<file path="src/rtl/fir_pkg.sv">
// fir_pkg: shared constants and types for the FIR coefficient controller.
package fir_pkg;
  localparam int DEF_NTAPS = 4;
  localparam int DEF_CW    = 8;
  localparam int DEF_AW    = 2;

  typedef logic [DEF_CW-1:0] coef_t;

  localparam coef_t DEFAULT_COEF = 8'h01;

  typedef enum logic [1:0] {
    IDLE     = 2'd0,
    WAIT_SMP = 2'd1,
    FLUSH    = 2'd2
  } state_t;
endpackage

</file>
<file path="src/rtl/fir_coef_bank.sv">
// fir_coef_bank: shadow/active coefficient registers.
// The shadow bank absorbs host writes; the active bank only changes on swap.
module fir_coef_bank
  import fir_pkg::*;
#(
  parameter int NTAPS = DEF_NTAPS,
  parameter int CW    = DEF_CW,
  parameter int AW    = DEF_AW
) (
  input  logic                clk,
  input  logic                rst,
  input  logic                we,
  input  logic [AW-1:0]       addr,
  input  logic [CW-1:0]       data,
  input  logic                swap,
  output logic [NTAPS*CW-1:0] coef
);

  logic [CW-1:0] shadow [NTAPS];
  logic [CW-1:0] active [NTAPS];

  // Out-of-range addresses match no tap, so such writes are dropped here.
  always_ff @(posedge clk) begin
    if (!rst) begin
      for (int k = 0; k < NTAPS; k++) begin
        shadow[k] <= '0;
        active[k] <= CW'(DEFAULT_COEF);
      end
    end else begin
      for (int k = 0; k < NTAPS; k++) begin
        if (we && int'(addr) == k)
          shadow[k] <= data;
        if (swap)
          active[k] <= shadow[k];
      end
    end
  end

  for (genvar k = 0; k < NTAPS; k++) begin : g_out
    assign coef[k*CW +: CW] = active[k];
  end

endmodule

</file>
<file path="src/rtl/fir_coef_ctrl.sv">
// fir_coef_ctrl: commit FSM, flush counter and sample gating around the
// coefficient bank, so the FIR never sees a half-updated coefficient set.
module fir_coef_ctrl
  import fir_pkg::*;
#(
  parameter int NTAPS = DEF_NTAPS,
  parameter int CW    = DEF_CW,
  parameter int AW    = DEF_AW
) (
  input  logic                clk,
  input  logic                rst,
  input  logic                wr_valid,
  output logic                wr_ready,
  input  logic [AW-1:0]       wr_addr,
  input  logic [CW-1:0]       wr_data,
  input  logic                commit,
  input  logic                sample_en,
  input  logic [7:0]          x_in,
  output logic [7:0]          x_out,
  output logic [NTAPS*CW-1:0] coef,
  output logic                fir_clr,
  output logic                busy,
  output logic                done,
  output logic                err
);

  localparam int CNTW = (NTAPS > 1) ? $clog2(NTAPS) : 1;
  localparam logic [CNTW-1:0] CNT_INIT = CNTW'(NTAPS - 1);

  state_t          state, nstate;
  logic [CNTW-1:0] cnt;
  logic            we, oob, go;

  assign wr_ready = rst && (state == IDLE);
  assign busy     = (state != IDLE);
  assign we       = wr_valid && wr_ready;
  assign oob      = int'(wr_addr) >= NTAPS;
  assign go       = (state == WAIT_SMP) && sample_en;

  always_comb begin
    nstate = state;
    unique case (state)
      IDLE:     if (commit) nstate = WAIT_SMP;
      WAIT_SMP: if (sample_en) nstate = FLUSH;
      FLUSH:    if (cnt == '0) nstate = IDLE;
      default:  nstate = IDLE;
    endcase
  end

  always_ff @(posedge clk) begin
    if (!rst) begin
      state   <= IDLE;
      cnt     <= '0;
      x_out   <= '0;
      fir_clr <= 1'b0;
      done    <= 1'b0;
      err     <= 1'b0;
    end else begin
      state   <= nstate;
      fir_clr <= go;
      done    <= (state == FLUSH) && (cnt == '0);
      err     <= we && oob;
      // Samples landing in the flush window are replaced by zeros.
      x_out   <= (nstate == FLUSH) ? '0 : x_in;
      if (go)
        cnt <= CNT_INIT;
      else if (state == FLUSH && cnt != '0)
        cnt <= cnt - CNTW'(1);
    end
  end

  fir_coef_bank #(
    .NTAPS(NTAPS),
    .CW   (CW),
    .AW   (AW)
  ) u_bank (
    .clk (clk),
    .rst (rst),
    .we  (we),
    .addr(wr_addr),
    .data(wr_data),
    .swap(go),
    .coef(coef)
  );

endmodule

</file>
<file path="config.mk">
export PLATFORM = sky130hd
export DESIGN_NAME = fir_coef_ctrl
export DESIGN_NICKNAME = d
export VERILOG_FILES = /design/src/rtl/fir_pkg.sv /design/src/rtl/fir_coef_bank.sv /design/src/rtl/fir_coef_ctrl.sv
export SDC_FILE = /design/constraint.sdc
export NUM_CORES = 1
export LEC_CHECK = 0
export ABC_AREA = 1
export CORE_MARGIN = 2
export CORE_UTILIZATION = 54
export CTS_CLUSTER_DIAMETER = 150
export DETAILED_ROUTE_END_ITERATION = 10
export HOLD_SLACK_MARGIN = 0.15
export PLACE_DENSITY = 0.9
export SLEW_MARGIN = 20
export SYNTH_ARGS = -nofsm -noshare
export SYNTH_HDL_FRONTEND = slang
export SYNTH_SLANG_ARGS = --single-unit
export TNS_END_PERCENT = 1
</file>
<file path="constraint.sdc">
create_clock -name clk -period 5.53 [get_ports clk]
set_input_delay 0.8295 -clock clk [delete_from_list [all_inputs] [get_ports clk]]
set_output_delay 0.8295 -clock clk [all_outputs]
set_load 0.05 [all_outputs]
</file>
# Word level (Yosys, flattened, before mapping)

Memory sizes are Yosys's and may differ from the RTL's.
Index checks and enable logic that the tools add are counted.

Bits in latches: 0
Input bits: 23
Register bits after elaboration: 14
Memory bits (read-only): 0
RAM bits: 64
Memories kept: 2
Output and inout port bits: 45

Memories:

| memory        | words | width | rd ports | clocked after Yosys merged registers in | wr ports | RTL line            | source |
|---|---|---|---|---|---|---|---|
| u_bank.active | 4     | 8     | 4        | 0                                       | 4        | fir_coef_bank.sv:20 | `logic [CW-1:0] active [NTAPS];` |
| u_bank.shadow | 4     | 8     | 4        | 0                                       | 4        | fir_coef_bank.sv:19 | `logic [CW-1:0] shadow [NTAPS];` |

Equal/unequal tests: 6
Multiply operators: 0
Bitwise gates (word level): 9
Shifts and indexed selects: 0
Add/subtract/negate cells: 1
Reductions and logical operators: 16
Magnitude comparators: 0
Div/mod/pow operators: 0
Mux-type cells: 30

Operators with widths:

| operator                                                               | number |
|---|---|
| 8-bit two-way mux                                                      | 8 |
| 1-bit two-way mux                                                      | 16 |
| 2-bit two-way mux                                                      | 5 |
| 1-bit logical AND                                                      | 9 |
| 2-bit equality test (second input constant)                            | 4 |
| 1-bit OR                                                               | 8 |
| 2-bit logical NOT                                                      | 3 |
| 2-bit one-hot mux with 3 select lines                                  | 1 |
| 2-bit nonzero test                                                     | 3 |
| 2-bit by 1-bit equality test with 1-bit output (second input constant) | 2 |
| 2-bit OR reduction                                                     | 1 |
| 2-bit by 1-bit subtractor with 2-bit output (second input constant)    | 1 |
| 1-bit inverter                                                         | 1 |

# Depth between registers and ports, before layout

Word-level depth: 8
Depth in mapped cells: 7
Gate-level depth less buffers: 7

# Hierarchy

A second synthesis with hierarchy kept.

Cells, all modules: 254
Area, all modules: 2972.9 µm²

By module, submodules not included:

| module        | area an instance (µm²) | cells each | instances | sequential area each (µm²) |
|---|---|---|---|---|
| fir_coef_bank | 2452.4                 | 187        | 1         | 1921.8 |
| fir_coef_ctrl | 520.5                  | 67         | 1         | 280.3 |

# Least setup slack after synthesis

No wires, ideal clock.

Kind: input-to-output
From: in rst
To: out wr_ready
Path slack: 3.334 ns
Arrival time: 1.366 ns
Stages: 3
Path through: buf_2 > nand2_1 > inv_1

Cells in the longest elaborated chain, start to end: 1

Ends and longest elaborated chain:

| element           | RTL line            | source |
|---|---|---|
| start, declared   | fir_coef_ctrl.sv:11 | `input logic rst,` |
| 1-bit logical AND | fir_coef_ctrl.sv:34 | `assign wr_ready = rst && (state == IDLE);` |
| end, declared     | fir_coef_ctrl.sv:13 | `output logic wr_ready,` |

No other way between the ends.

# Worst setup path in the final report

Same ends and word-level chain as after synthesis.

==> impl_metrics.env <==
export IMPL_skew_ns=0.005821
export IMPL_slew_violations=0
export IMPL_fmax_mhz=281.4
export IMPL_post_route_min_period_ns=3.554
export IMPL_yosysSeqAreaShare_pct=69.43
export IMPL_final_cells=392
export IMPL_final_setup_viol_count=0
export IMPL_port_buffers=66
export IMPL_setup_tns_ns=0
export IMPL_num_io_pins=68
export IMPL_cts_buffers_inserted=9
export IMPL_post_cts_resized_instances=0
export IMPL_die_width_um=80.64
export IMPL_cts_sinks=78
export IMPL_syn_avg_cell_area_um2=12.89
export IMPL_vias=1850
export IMPL_synthDistinctLibCells=23
export IMPL_min_from="u_bank.shadow[3][0]"
export IMPL_layout_nets=339
export IMPL_reg2reg_depth=3
export IMPL_crit_path_end_kind="primary output"
export IMPL_worst_slew_pin_slew_ns=1.035
export IMPL_synth_nets=270
export IMPL_clock_path_buffers=2
export IMPL_first_iter_violations=82
export IMPL_initial_utilization_pct=56.90
export IMPL_netlist_area_mm2=0.003172
export IMPL_pwr_density_cell_mw_per_mm2=302.7
export IMPL_synth_edff_count=64
export IMPL_reg2reg_setup_slack_ns=3.14
export IMPL_path_clk_slew_ns=0.07
export IMPL_peakVddDrop_uv=148.8
export IMPL_grt_pass1_vias=1748
export IMPL_wire_per_inst_um=13.33
export IMPL_cts_hold_buf=0
export IMPL_cts_setup_buffers=0
export IMPL_ys_flop_type="edfxtp_1"
export IMPL_drt_first_pass_iters=4
export IMPL_core_area_mm2=0.005574
export IMPL_status="completed"
export IMPL_max_slew_margin_pct=30.30
export IMPL_drive_gt1_share_pct=17.19
export IMPL_leakage_nw=1.541
export IMPL_drc=0
export IMPL_cp_max_fo=12
export IMPL_antenna_left=0
export IMPL_ys_warn_count=0
export IMPL_clk_latency_ns=0.33
export IMPL_route_final_wire_length_um=5226
export IMPL_finalHoldViolCount=0
export IMPL_grt_max_degree=37
export IMPL_dp_cells=376
export IMPL_timing_rr_end="u_bank.shadow[1][2]"
export IMPL_die_h_um=80.64
export IMPL_syn_inst=246
export IMPL_clockRootBuffer="clkbuf_8"
export IMPL_required_ns=4.70
export IMPL_hp_class="register to register"
export IMPL_timing_rr_start="state[1]"
export IMPL_area_delta_synth_final_pct=26.35
export IMPL_gp_congestion=0.8221
export IMPL_min_to="u_bank.active[3][0]"
export IMPL_n_antenna_cell=0
export IMPL_grt_first_pass_wirelength_um=8231
export IMPL_timing_final_crit_share_pct=64.26
export IMPL_synth_seq_cells=78
export IMPL_layout_common_cells="clkdlybuf4s50_1, edfxtp_1, inv_1"
export IMPL_synthArstFlopShare_pct=0
export IMPL_grt_use_total_pct=17.76
export IMPL_grt_ovfl_total=0
export IMPL_drv_cap=0
export IMPL_final_common_cell="clkdlybuf4s50_1"
export IMPL_num_rows=27
export IMPL_whs_path_depth=1
export IMPL_dieArea_mm2=0.006503
export IMPL_rsz0062_at_grt="false"
export IMPL_cp_arrival_ns=2.72
export IMPL_vias_per_cell=4.719
export IMPL_h_tree_depth=3
export IMPL_grt_antenna_before_repair=0
export IMPL_criticalPathCategory="input port to primary output"
export IMPL_dp_hpwl_um=3721
export IMPL_cp_start_kind="input port"
export IMPL_tritoncts="done"
-- cell type report --
type / instances / area [um^2]
sequential: 78 / 2202
clock buffer: 14 / 152.6
multi-input combinational: 106 / 689.4
timing repair buffer: 66 / 660.6
fill: 404 / 1567
clock inverter: 2 / 10.01
tap: 72 / 90.09
inverter: 54 / 202.7
-- through the flow --
| stage | hold slack (ns) | utilization, % | instance area (um^2) | power [mW] | setup slack, ns |
|---|---|---|---|---|---|
| floorplan | 0.4761 | - | 3172 | 0.8141 | 3.334 |
| global placement | 0.4885 | 68.93 | 3842 | 0.8714 | 1.968 |
| detailed placement | 0.5021 | 68.98 | 3845 | 0.8763 | 1.868 |
| CTS | 0.5141 | 71.90 | 4008 | 1.221 | 1.970 |
| global route | 0.5448 | 71.90 | 4008 | 1.257 | 1.929 |
| finish | 0.5134 | 71.90 | 4008 | 1.213 | 1.976 |
-- layer usage --
metal	global-route usage (%)	routed length, um	share of wire (%)	vias to the layer above
met4	10.17	97	1.9	0
met3	3.933	273	5.2	9
met2	30.67	2861	55	64
met5	0	0	0	-
li1	-	-	-	931
met1	20.24	1993	38	846
-- Yosys cell counts, types with 3 or more instances --
library cell,number,area [um^2]
nand2_1,11,41.29
edfxtp_1,64,1922
nor2_1,35,131.4
dfxtp_1,14,280.3
nor2_2,3,18.77
buf_6,6,67.56
nor3_2,30,300.3
o21ai_0,4,20.02
nand3_1,4,20.02
or2_1,4,25.02
nand2_2,3,18.77
inv_1,53,198.9
-- logic make-up after synthesis --
family | share of synthesized area [%]
buffers and inverters | 8.915
AOI/OAI and AO/OA | 0.7888
other | 0.1182
and+or+nand+nor | 20.36
adders and majority gates | 0.3944
DFF | 69.43
-- sequential cells by signal, indices dropped and copies added, names as in the netlist --
register / flops
u_bank.shadow: 32
x_out: 8
done: 1
cnt: 2
state: 2
u_bank.active: 32
fir_clr: 1
-- worst max-delay path by stage --
stage / startpoint / to / slack, ns / depth (start not counted)
2_1_floorplan: rst / wr_ready / 3.33 / 3
3_3_place_gp: rst / u_bank.shadow[1][1] / 1.97 / 3
3_5_place_dp: rst / u_bank.shadow[1][2] / 1.87 / 3
4_1_cts: rst / wr_ready / 1.97 / 4
5_1_grt: rst / wr_ready / 1.93 / 4
6_report: rst / wr_ready / 1.98 / 4
-- where the power goes --
part,switching [mW],internal [mW]
registers,0.00957,0.668
clock network,0.176,0.175
logic,0.129,0.0560
-- worst max-delay path, cell delays in order --
cell	delay, ns
clkdlybuf4s50_1	0.88
nand2_1	0.11
inv_1	0.09
clkdlybuf4s50_1	0.82
Power figures use the tool's default switching activity.
